File: config.mk
export PLATFORM = sky130hd
export DESIGN_NAME = wb_gpio_bank
export DESIGN_NICKNAME = d
export VERILOG_FILES = /design/src/rtl/wb_gpio_bank.sv
export SDC_FILE = /design/constraint.sdc
export NUM_CORES = 1
export LEC_CHECK = 0
export ABC_AREA = 1
export BUFFER_PORTS_ARGS = -buffer_cell sky130_fd_sc_hd__buf_2
export CELL_PAD_IN_SITES_DETAIL_PLACEMENT = 0
export CELL_PAD_IN_SITES_GLOBAL_PLACEMENT = 1
export CORE_UTILIZATION = 43
export DETAILED_ROUTE_END_ITERATION = 10
export MAX_ROUTING_LAYER = met4
export PLACE_DENSITY = 0.89
export SYNTH_ARGS = -nofsm -noshare
export SYNTH_HDL_FRONTEND = slang
export SYNTH_SLANG_ARGS = --single-unit
File: constraint.sdc
create_clock -name i_clk -period 4.8 [get_ports i_clk]
set_input_delay 0.48 -clock i_clk [delete_from_list [all_inputs] [get_ports i_clk]]
set_output_delay 0.48 -clock i_clk [all_outputs]
set_load 0.02 [all_outputs]
File: src/rtl/wb_gpio_bank.sv
// rtl/wb_gpio_bank.sv - Wishbone GPIO bank with direction, open-drain, atomic set/clear and edge interrupts
module wb_gpio_bank #(
    parameter int               WIDTH       = 8,
    parameter int               SYNC_STAGES = 2,
    parameter logic [WIDTH-1:0] RESET_OUT   = '0,
    parameter logic [WIDTH-1:0] RESET_DIR   = '0
) (
    input  logic             i_clk,
    input  logic             i_rst,
    input  logic [3:0]       i_wb_adr,
    input  logic [31:0]      i_wb_dat,
    input  logic [3:0]       i_wb_sel,
    input  logic             i_wb_we,
    input  logic             i_wb_cyc,
    input  logic             i_wb_stb,
    output logic [31:0]      o_wb_dat,
    output logic             o_wb_ack,
    input  logic [WIDTH-1:0] i_gpio,
    output logic [WIDTH-1:0] o_gpio,
    output logic [WIDTH-1:0] o_gpio_oe,
    output logic             o_irq
);
    localparam logic [3:0] A_IN   = 4'd0;
    localparam logic [3:0] A_OUT  = 4'd1;
    localparam logic [3:0] A_DIR  = 4'd2;
    localparam logic [3:0] A_OD   = 4'd3;
    localparam logic [3:0] A_IE   = 4'd4;
    localparam logic [3:0] A_RISE = 4'd5;
    localparam logic [3:0] A_FALL = 4'd6;
    localparam logic [3:0] A_ISR  = 4'd7;
    localparam logic [3:0] A_SET  = 4'd8;
    localparam logic [3:0] A_CLR  = 4'd9;

    logic [WIDTH-1:0] out_r, dir_r, od_r, ie_r, rise_r, fall_r, isr_r, prev_r;
    logic [SYNC_STAGES-1:0][WIDTH-1:0] sync_r;
    logic [WIDTH-1:0] sync_in, rise_evt, fall_evt, set_evt, isr_clr;
    logic [WIDTH-1:0] wmask, wbits;
    logic [31:0]      sel_mask, rd_data;
    logic             acc, wr;
    logic             unused_ok;

    // A new access is only accepted while ack is low, giving one ack per access.
    assign acc      = i_wb_cyc & i_wb_stb & ~o_wb_ack;
    assign wr       = acc & i_wb_we;
    assign sel_mask = {{8{i_wb_sel[3]}}, {8{i_wb_sel[2]}}, {8{i_wb_sel[1]}}, {8{i_wb_sel[0]}}};
    assign wmask    = sel_mask[WIDTH-1:0];
    assign wbits    = i_wb_dat[WIDTH-1:0] & wmask;
    assign unused_ok = ^{i_wb_dat, sel_mask};

    assign sync_in  = sync_r[SYNC_STAGES-1];
    assign rise_evt = sync_in & ~prev_r;
    assign fall_evt = ~sync_in & prev_r;
    assign set_evt  = (rise_evt & rise_r) | (fall_evt & fall_r);
    assign isr_clr  = (wr && i_wb_adr == A_ISR) ? wbits : '0;

    // Open-drain bits only ever pull low: the enable carries the data.
    assign o_gpio    = out_r & ~od_r;
    assign o_gpio_oe = dir_r & ~(od_r & out_r);

    always_comb begin
        rd_data = '0;
        case (i_wb_adr)
            A_IN:    rd_data[WIDTH-1:0] = sync_in;
            A_OUT:   rd_data[WIDTH-1:0] = out_r;
            A_DIR:   rd_data[WIDTH-1:0] = dir_r;
            A_OD:    rd_data[WIDTH-1:0] = od_r;
            A_IE:    rd_data[WIDTH-1:0] = ie_r;
            A_RISE:  rd_data[WIDTH-1:0] = rise_r;
            A_FALL:  rd_data[WIDTH-1:0] = fall_r;
            A_ISR:   rd_data[WIDTH-1:0] = isr_r;
            default: rd_data = '0;
        endcase
    end

    always_ff @(posedge i_clk or posedge i_rst) begin
        if (i_rst) begin
            out_r    <= RESET_OUT;
            dir_r    <= RESET_DIR;
            od_r     <= '0;
            ie_r     <= '0;
            rise_r   <= '0;
            fall_r   <= '0;
            isr_r    <= '0;
            prev_r   <= '0;
            sync_r   <= '0;
            o_wb_ack <= 1'b0;
            o_wb_dat <= '0;
            o_irq    <= 1'b0;
        end else begin
            sync_r   <= {sync_r[SYNC_STAGES-2:0], i_gpio};
            prev_r   <= sync_in;
            // Set events take priority over a coincident write-1-to-clear.
            isr_r    <= (isr_r & ~isr_clr) | set_evt;
            o_irq    <= |(isr_r & ie_r);
            o_wb_ack <= acc;
            o_wb_dat <= (acc & ~i_wb_we) ? rd_data : '0;
            if (wr) begin
                case (i_wb_adr)
                    A_OUT:   out_r  <= (out_r & ~wmask) | wbits;
                    A_DIR:   dir_r  <= (dir_r & ~wmask) | wbits;
                    A_OD:    od_r   <= (od_r & ~wmask) | wbits;
                    A_IE:    ie_r   <= (ie_r & ~wmask) | wbits;
                    A_RISE:  rise_r <= (rise_r & ~wmask) | wbits;
                    A_FALL:  fall_r <= (fall_r & ~wmask) | wbits;
                    A_SET:   out_r  <= out_r | wbits;
                    A_CLR:   out_r  <= out_r & ~wbits;
                    default: ;
                endcase
            end
        end
    end
endmodule

==> After elaboration in Yosys (flattened, before gate mapping) <==
Index checks and enable logic that the tools add are counted.
{ "classes": {"muxes": 4, "n_eq_ne": 9, "bitwise": 39, "reduce_logical": 10} }
{ "ops": {"columns": ["cell", "n"], "rows": [
  ["AND 8 bit", 17],
  ["bitwise OR 8 bit", 9],
  ["case mux 8 bit (8 select lines)", 1],
  ["inverter 8 bit", 7],
  ["case mux 8 bit (3 select lines)", 1],
  ["== test 4 x 3 -> 1 bit, second input constant", 4],
  ["2-to-1 mux 8 bit", 2],
  ["AND reduction 2 bit", 6],
  ["== test 4 x 2 -> 1 bit, second input constant", 2],
  ["== test 4 bit, second input constant", 2],
  ["OR reduction 8 bit", 1],
  ["AND 1 bit", 4],
  ["== test 4 x 1 -> 1 bit, second input constant", 1],
  ["zero test 4 bit", 1],
  ["nonzero test 3 bit", 1],
  ["inverter 1 bit", 2],
  ["logical AND 1 bit", 1]
]} }
{ "totals": {"elab_cells": 75, "register_bits": 90, "in_bits": 53} }

==> Depth between registers and ports, before layout <==
Gate-level depths: netlist of run 1.
{ "depth": {"ltp_word": 8, "depth_mapped": 8, "mapped_depth_nobuf": 8} }

==> Worst setup path after synthesis of run 1 <==
No wires, ideal clock.
{ "synth_timing": {"kind": "reg2reg", "from": "reg o_wb_ack", "to": "reg (tool-made name)", "path_buffers": 1, "setup_time_ns": 0.125, "required_time_ns": 4.675, "arrival_time_ns": 1.365, "slack_ns": 3.310, "stages_incl_launch_ff": 8, "cell_sequence": "dfrtp_1 -> inv_1 -> nand3_1 -> nor2_8 -> nand4_4 -> buf_2 -> nand2_1 -> o21ai_1"} }
{ "synth_lines": {"columns": ["item", "line", "source"], "rows": [
  ["from (decl)", "17", "output logic o_wb_ack,"],
  ["from (signal assigned)", "86", "o_wb_ack <= 1'b0;"],
  ["from (signal assigned)", "95", "o_wb_ack <= acc;"]
]} }

==> results of run 1 <==
-- area by class of cell --
type / instances / area [um2]
clock buffer: 9 / 124
clock inverter: 7 / 45.0
fill: 976 / 5080
inverter: 41 / 155
multi-input combinational: 352 / 1820
sequential: 90 / 2250
tap: 133 / 166
timing repair buffer: 52 / 263
-- per-layer routing --
metal | vias up | GRT usage | wire (um)
met5 | - | - | 0
met4 | 0 | 0.0857 | 184
met3 | 16 | 0.0382 | 597
met2 | 122 | 0.283 | 4290
met1 | 1582 | 0.271 | 4530
li1 | 1683 | - | -
-- cells by family (layout without fill, tap and decap cells) --
logic type             after synthesis  in the layout  synth area share
buffers and inverters               82            109             0.107
AO/OA/AOI/OAI                       89             89             0.126
flip-flops                          90             90             0.504
AND/OR/NAND/NOR                    239            239             0.261
other                                1             24          0.000840
-- synth_stat cells, drive strengths merged --
master,n
clkbuf,1
inv,41
conb,1
buf,40
nand3,62
nor2,40
dfrtp,90
nand2,131
o21ai,64
a21oi,8
nand4,5
a21boi,8
a221oi,2
and3,1
a31oi,7
-- where the power goes --
| part | leakage [nW] | internal, W | switching, W | total [W] |
|---|---|---|---|---|
| clock | 0.0891 | 0.000187 | 0.000271 | 0.000458 |
| sequential | 1.14 | 0.000811 | 0.0000435 | 0.000854 |
| combinational | 1.26 | 0.0000629 | 0.000154 | 0.000217 |
| total | 2.50 | 0.00106 | 0.000469 | 0.00153 |
-- metrics by stage --
| stage | hold WS, ps | area [um2] | setup slack [ps] |
|---|---|---|---|
| after floorplan | 331 | 4550 | 1980 |
| after global placement | 333 | 4660 | 2770 |
| after detailed placement | 335 | 4660 | 2730 |
| after CTS | 206 | 4830 | 3110 |
| after global routing | 204 | 4830 | 2980 |
| final | 216 | 4830 | 3090 |
-- worst max-delay path, cell delays in order --
cell	delay [ps]
buf_2	140
nor2_4	680
nand4_4	390
nand2_1	180
o21ai_2	60
-- worst max-delay path by stage --
stage	startpoint	endpoint
after floorplan	i_rst	asynchronous set/reset pin
after global placement	i_wb_adr[1]	flop
after detailed placement	i_wb_adr[3]	flop
after CTS	i_wb_adr[3]	flop
after global routing	i_wb_adr[1]	flop
final	i_wb_adr[3]	flop
==> flow_metrics.env, run 1 <==
export IMPL_grt_max_degree=48
export IMPL_tns_ps=0
export IMPL_design_portCount=103
export IMPL_synth_seq_cells=90
export IMPL_fin_crit_sh=0.356
export IMPL_ir_worst_vdd_mv=0.119
export IMPL_avgSynthCellArea_um2=8.91
export IMPL_chipWidth_um=104
export IMPL_fmax_ghz=0.586
export IMPL_max_cap_violations=0
export IMPL_finalNetCount=599
export IMPL_r2r_setup_slack_ps=3230
export IMPL_dpl_cell_count=668
export IMPL_dp_hpwl_mm=6.66
export IMPL_routedWlPerCell_um=14.0
export IMPL_report_final_slew_viol_count=0
export IMPL_htree_levels=3
export IMPL_yosys_warnings=0
export IMPL_worstPathArrival_ps=1950
export IMPL_via_per_inst=4.98
export IMPL_setup_viol=0
export IMPL_critical_path_class="input port to flop"
export IMPL_drt_iter0_markers=271
export IMPL_status="completed"
export IMPL_die_area_um2=10800
export IMPL_p_total_w=0.00153
export IMPL_hold_class="input port to asynchronous set/reset pin"
export IMPL_row_count=36
export IMPL_place_gp_congestion=0.812
export IMPL_cp_max_fo=35
export IMPL_drc=0
export IMPL_final_antenna_net_count=0
export IMPL_clk_latency_ps=360
export IMPL_clkSlewWorstSetupHoldPaths_ps=90
export IMPL_fin_util=0.487
export IMPL_final_common_cell="nand2_1"
export IMPL_track_usage=0.197
export IMPL_cts_tree="done"
export IMPL_io_buffers=51
export IMPL_cp_end_kind="flop"
export IMPL_antenna_found_initial=0
export IMPL_grt_pass1_vias=3133
export IMPL_syn_to_final_growth_pct=8.10
export IMPL_cts_path_max_buffers=2
export IMPL_coreArea_um2=9910
export IMPL_slew_headroom=0.413
export IMPL_final_cells=684
export IMPL_r2r_start="o_wb_ack"
export IMPL_antennaDiodeCount=0
export IMPL_drive_above_1_share=0.203
export IMPL_synth_largest_area_cell="dfrtp_1"
export IMPL_clkSinkCount=90
export IMPL_syn_area_um2=4460
export IMPL_min_period_ps=1710
export IMPL_crit_path_start_kind="input port"
export IMPL_rsz0062_at_grt="no"
export IMPL_routed_wl_mm=9.60
export IMPL_syn_inst=501
export IMPL_synthTopCellsByArea="dfrtp_1, nand2_1, nand3_1"
export IMPL_finalHoldViolCount=0
export IMPL_worst_slew_pin_slew_ps=880
export IMPL_root_buffer="clkbuf_8"
export IMPL_p_per_area_nw_per_um2=317
export IMPL_ys_types=25
export IMPL_post_cts_buffers=0
export IMPL_cts_buffers=9
export IMPL_postCtsHoldBufs=0
export IMPL_required_ps=5040
export IMPL_seq_area_frac_synth=0.504
export IMPL_netlist_area_leader_share=0.504
export IMPL_grt_overflow_total=0
export IMPL_p_leak_nw=2.50
export IMPL_die_y_um=104
export IMPL_rr_worst_depth=6
export IMPL_num_vias=3403
export IMPL_final_cell_mix="nand2_1, dfrtp_1, nand3_1, buf_2, inv_1"
export IMPL_grt_first_pass_wirelength_mm=16.2
export IMPL_start_util=0.451
export IMPL_post_cts_resized=0
export IMPL_fin_skew_ps=11.9
export IMPL_drt_first_pass_iters=7
Note: power is estimated with default switching activity, not from simulation.
==> run 2, diff against run 1 <==
- CORE_UTILIZATION: 43 -> 36
- PLACE_DENSITY: 0.89 -> 0.8
- clock period: 4.8 -> 1.4 ns (I/O delays scaled with it)
==> flow_metrics.env, run 2 (synthesis results as in run 1) <==
export IMPL_grt_first_pass_wirelength_mm=17.1
export IMPL_grt_pass1_vias=3255
export IMPL_die_y_um=113
export IMPL_drc=0
export IMPL_chipWidth_um=113
export IMPL_grt_overflow_total=0
export IMPL_dpl_cell_count=724
export IMPL_final_cell_mix="nand2_1, dfrtp_1, nand3_1, buf_2, inv_1"
export IMPL_routed_wl_mm=10.8
export IMPL_violations="setup timing"
export IMPL_drt_iter0_markers=265
export IMPL_nFillCells=1146
export IMPL_crit_path_start_kind="flop"
export IMPL_placed_area_um2=4970
export IMPL_rsz0062_at_grt="yes"
export IMPL_grt_max_degree=91
export IMPL_io_buffers=51
export IMPL_hold_class="input port to flop"
export IMPL_fin_skew_ps=4.95
export IMPL_place_gp_congestion=0.837
export IMPL_antenna_found_initial=0
export IMPL_cp_max_fo=8
export IMPL_rr_worst_depth=8
export IMPL_track_usage=0.183
export IMPL_cts_tree="done"
export IMPL_p_per_area_nw_per_um2=1190
export IMPL_row_count=40
export IMPL_clkSinkCount=90
export IMPL_drive_above_1_share=0.253
export IMPL_min_period_ps=1410
export IMPL_required_ps=1620
export IMPL_clk_latency_ps=340
export IMPL_critical_path_class="flop to flop"
export IMPL_setup_viol=3
export IMPL_antennaDiodeCount=0
export IMPL_status="finished with violations"
export IMPL_p_leak_nw=2.79
export IMPL_dp_hpwl_mm=7.47
export IMPL_ir_worst_vdd_mv=0.523
export IMPL_routedWlPerCell_um=14.4
export IMPL_dp_worst_setup_slack_ps=-32.5
export IMPL_drt_first_pass_iters=5
export IMPL_final_antenna_net_count=0
export IMPL_stdcell_area_um2=5520
export IMPL_max_cap_violations=0
export IMPL_cp_end_kind="flop"
export IMPL_clkSlewWorstSetupHoldPaths_ps=60
export IMPL_num_vias=3551
export IMPL_worstPathArrival_ps=1630
export IMPL_finalHoldViolCount=0
export IMPL_cts_buffers=9
export IMPL_coreArea_um2=12100
export IMPL_root_buffer="clkbuf_16"
export IMPL_die_area_um2=12900
export IMPL_design_portCount=103
export IMPL_holdPathStages=3
export IMPL_tns_ps=-14.7
export IMPL_via_per_inst=4.72
export IMPL_finalNetCount=633
export IMPL_report_final_slew_viol_count=0
export IMPL_r2r_setup_slack_ps=-10
export IMPL_cts_path_max_buffers=2
export IMPL_final_common_cell="nand2_1"
export IMPL_start_util=0.370
export IMPL_final_cells=752
export IMPL_syn_to_final_growth_pct=23.7
export IMPL_htree_levels=3
export IMPL_fin_crit_sh=1.01
export IMPL_fmax_ghz=0.708
export IMPL_fin_ws_ps=-11.5
export IMPL_fin_util=0.458
==> run 2: changes by cell type in the layout (fill, tap and decap cells not counted), moves of 2 or more <==
cell | previous run | this run
buf_12 | 0 | 8
buf_4 | 1 | 14
bufinv_16 | 0 | 3
clkbuf_16 | 0 | 10
clkbuf_8 | 9 | 1
clkinv_2 | 5 | 1
dlygate4sd3_1 | 0 | 9
nand2_1 | 127 | 120
nand2_2 | 3 | 8
nand2_4 | 1 | 3
nand4_4 | 5 | 7
o21ai_0 | 27 | 11
o21ai_1 | 15 | 29
o21ai_2 | 22 | 24
==> run 2: final cells by class <==
class | count | area [um2] | area share
Clock buffer | 10 | 239 | 0.0433
Clock inverter | 5 | 103 | 0.0186
Inverter | 41 | 158 | 0.0286
Multi-Input combinational cell | 354 | 1910 | 0.346
Sequential cell | 90 | 2250 | 0.408
Tap cell | 168 | 210 | 0.0381
Timing Repair Buffer | 84 | 647 | 0.117
==> run 2: repair_timing <==
item	4_1_cts	5_1_grt
cloned	2	1
endpoints found under the setup margin	18	41
pin swaps	2	7
setup buffers	0	1
gates resized for setup	2	28
hold endpoints to repair	98	0
hold buffers	9	0
==> run 2: worst paths after layout <==
check | from | endpoint
setup / recovery | o_wb_ack | flop
hold / removal | i_wb_stb | o_wb_ack
setup reg to reg | o_wb_ack | flop
hold reg to reg | sync_r[0] | sync_in[0]
max in group asynchronous | i_rst | sync_r[0]
min in group asynchronous | i_rst | sync_r[2]
==> run 2: worst max-delay path: stages (launching register included) <==
cell     delay, ps
dfrtp_2        410
inv_2           60
nand3_4         90
nor2_8         160
buf_12         140
nand4_4        110
buf_12         200
nand2_1         70
o21ai_2         50
==> run 2: power breakdown <==
part / switching, W / internal, W / leakage, nW
Combinational: 0.000569 / 0.000293 / 1.48
Sequential: 0.000153 / 0.00278 / 1.14
Clock: 0.000989 / 0.00178 / 0.165
Total: 0.00171 / 0.00486 / 2.79
==> run 2: metal layers <==
metal,up-vias,wire length (um),track usage
li1,1766,-,-
met1,1647,5020,0.239
met2,118,5010,0.275
met3,20,504,0.0300
met4,0,287,0.0939
met5,-,0,-
==> run 2: per-stage QoR <==
step | hold slack [ps] | total power [W]
after detailed placement | 249 | 0.00380
after CTS | 75.9 | 0.00663
after floorplan | 171 | 0.00354
final | 104 | 0.00657
after global placement | 248 | 0.00377
after global routing | 106 | 0.00685
==> run 3, diff against run 2 <==
- BUFFER_PORTS_ARGS: -buffer_cell sky130_fd_sc_hd__buf_2 -> unset
- CELL_PAD_IN_SITES_GLOBAL_PLACEMENT: 1 -> 2
- CORE_UTILIZATION: 36 -> 34
- DONT_BUFFER_PORTS: unset -> 1
==> flow_metrics.env, run 3 (synthesis results as in run 1) <==
export IMPL_num_vias=3332
export IMPL_slew_headroom=0.657
export IMPL_multi_input_comb_area_um2=1880
export IMPL_rsz0062_at_grt="yes"
export IMPL_start_util=0.351
export IMPL_min_period_ps=1370
export IMPL_place_gp_congestion=0.792
export IMPL_routed_wl_mm=11.0
export IMPL_clkSinkCount=90
export IMPL_grt_max_degree=91
export IMPL_drc=0
export IMPL_r2r_setup_slack_ps=30
export IMPL_critical_path_class="flop to flop"
export IMPL_dp_hpwl_mm=7.47
export IMPL_final_antenna_net_count=0
export IMPL_ir_worst_vdd_mv=0.453
export IMPL_fin_crit_sh=0.981
export IMPL_p_per_area_nw_per_um2=1200
export IMPL_holdPathStages=3
export IMPL_slowest_stage="dfrtp_2"
export IMPL_rr_worst_depth=8
export IMPL_htree_levels=3
export IMPL_report_final_slew_viol_count=0
export IMPL_root_buffer="clkbuf_16"
export IMPL_drt_iter0_markers=191
export IMPL_crit_chain="inv_2 -> nand3_4 -> nor2_8 -> buf_4 -> nand4_4 -> buf_12 -> nand2_1 -> o21ai_2"
export IMPL_clk_latency_ps=350
export IMPL_final_cell_mix="nand2_1, dfrtp_1, nand3_1, inv_1, nor2_1"
export IMPL_grt_pass1_vias=3025
export IMPL_p_leak_nw=2.56
export IMPL_coreArea_um2=12700
export IMPL_cp_max_fo=16
export IMPL_cts_path_max_buffers=2
export IMPL_design_portCount=103
export IMPL_cts_tree="done"
export IMPL_min_delay_start="i_wb_dat[6]"
export IMPL_die_area_um2=13600
export IMPL_chipWidth_um=117
export IMPL_fin_skew_ps=6.51
export IMPL_cp_end_kind="flop"
export IMPL_final_common_cell="nand2_1"
export IMPL_row_count=41
export IMPL_drt_first_pass_iters=4
export IMPL_fmax_ghz=0.728
export IMPL_finalHoldViolCount=0
export IMPL_ff_latch_area_um2=2250
export IMPL_antennaDiodeCount=0
export IMPL_via_per_inst=4.69
export IMPL_die_y_um=117
export IMPL_routedWlPerCell_um=15.5
export IMPL_tns_ps=0
export IMPL_worst_slew_pin_slew_ps=514
export IMPL_grt_first_pass_wirelength_mm=16.9
export IMPL_nFillCells=1320
export IMPL_antenna_found_initial=0
export IMPL_hold_end="isr_r[6]"
export IMPL_hold_class="input port to flop"
export IMPL_required_ps=1630
export IMPL_p_total_w=0.00630
export IMPL_grt_overflow_total=0
export IMPL_clkSlewWorstSetupHoldPaths_ps=60
export IMPL_r2r_start="o_wb_ack"
export IMPL_status="completed"
export IMPL_syn_to_final_growth_pct=17.5
export IMPL_crit_path_start_kind="flop"
export IMPL_max_cap_violations=0
export IMPL_setup_viol=0
export IMPL_io_buffers=0
export IMPL_drive_above_1_share=0.177
export IMPL_crit_path_max_incr_delay_ps=410
export IMPL_setup_worst_path_start="o_wb_ack"
export IMPL_cts_buffers=9
export IMPL_finalNetCount=586
export IMPL_track_usage=0.176
export IMPL_worstPathArrival_ps=1600
-- run 3: changes by cell type in the layout (fill, tap and decap cells not counted), sizes merged --
cell / before / now
buf: 74 / 25
clkinv: 1 / 4
dlygate4sd3: 9 / 12
bufinv: 3 / 2
clkbuf: 11 / 10
clkinvlp: 2 / 1
-- run 3: layout make-up --
class | count | area share
clock inverter | 6 | 0.0153
sequential | 90 | 0.430
timing repair buffer | 37 | 0.0801
inverter | 41 | 0.0301
clock buffer | 10 | 0.0456
tap | 172 | 0.0410
multi-input combinational | 354 | 0.358
-- run 3: what timing repair did --
action	CTS	global route
endpoints found under the hold margin	107	0
hold buffers	12	0
pin swaps	1	1
endpoints found under the setup margin	25	39
cloned	0	2
buffers inserted	2	0
gates resized for setup	0	14
-- run 3: worst max-delay path by stage --
stage	to	slack (ps)	depth (start not counted)
2_1_floorplan	flop	-2	7
3_3_place_gp	flop	-70	7
3_5_place_dp	isr_r[0]	-80	7
4_1_cts	flop	9	7
5_1_grt	flop	-50	7
6_report	flop	30	8
-- run 3: report_power, final --
group          switching, W  leakage (nW)  internal [W]  total, W
sequential         0.000170          1.14       0.00278   0.00295
combinational      0.000498          1.26      0.000239  0.000737
clock               0.00101         0.162       0.00160   0.00261
total               0.00168          2.56       0.00462   0.00630
-- run 3: metal layers --
layer / up-vias / GRT usage / wire length (um)
met5: - / - / 0
met4: 0 / 0.0793 / 174
met3: 12 / 0.0275 / 525
met2: 101 / 0.251 / 4880
met1: 1552 / 0.246 / 5400
li1: 1667 / - / -
-- run 3: stage by stage --
stage	instances	utilization	hold WS (ps)	setup WS [ps]	area, um2
final	710	0.412	19.0	25.9	5250
after global routing	710	0.412	28.9	-54.0	5250
after floorplan	524	-	171	-2.03	4570
after CTS	708	0.409	6.40	8.61	5200
after detailed placement	678	0.372	171	-84.9	4730
after global placement	678	0.372	171	-74.7	4730
-- run 3: critical path: cells and delay by family (launching register included) --
kind            cells  cell delay, ps
simple gates        4             390
buf+inv             3             410
compound gates      1              50
flops               1             410
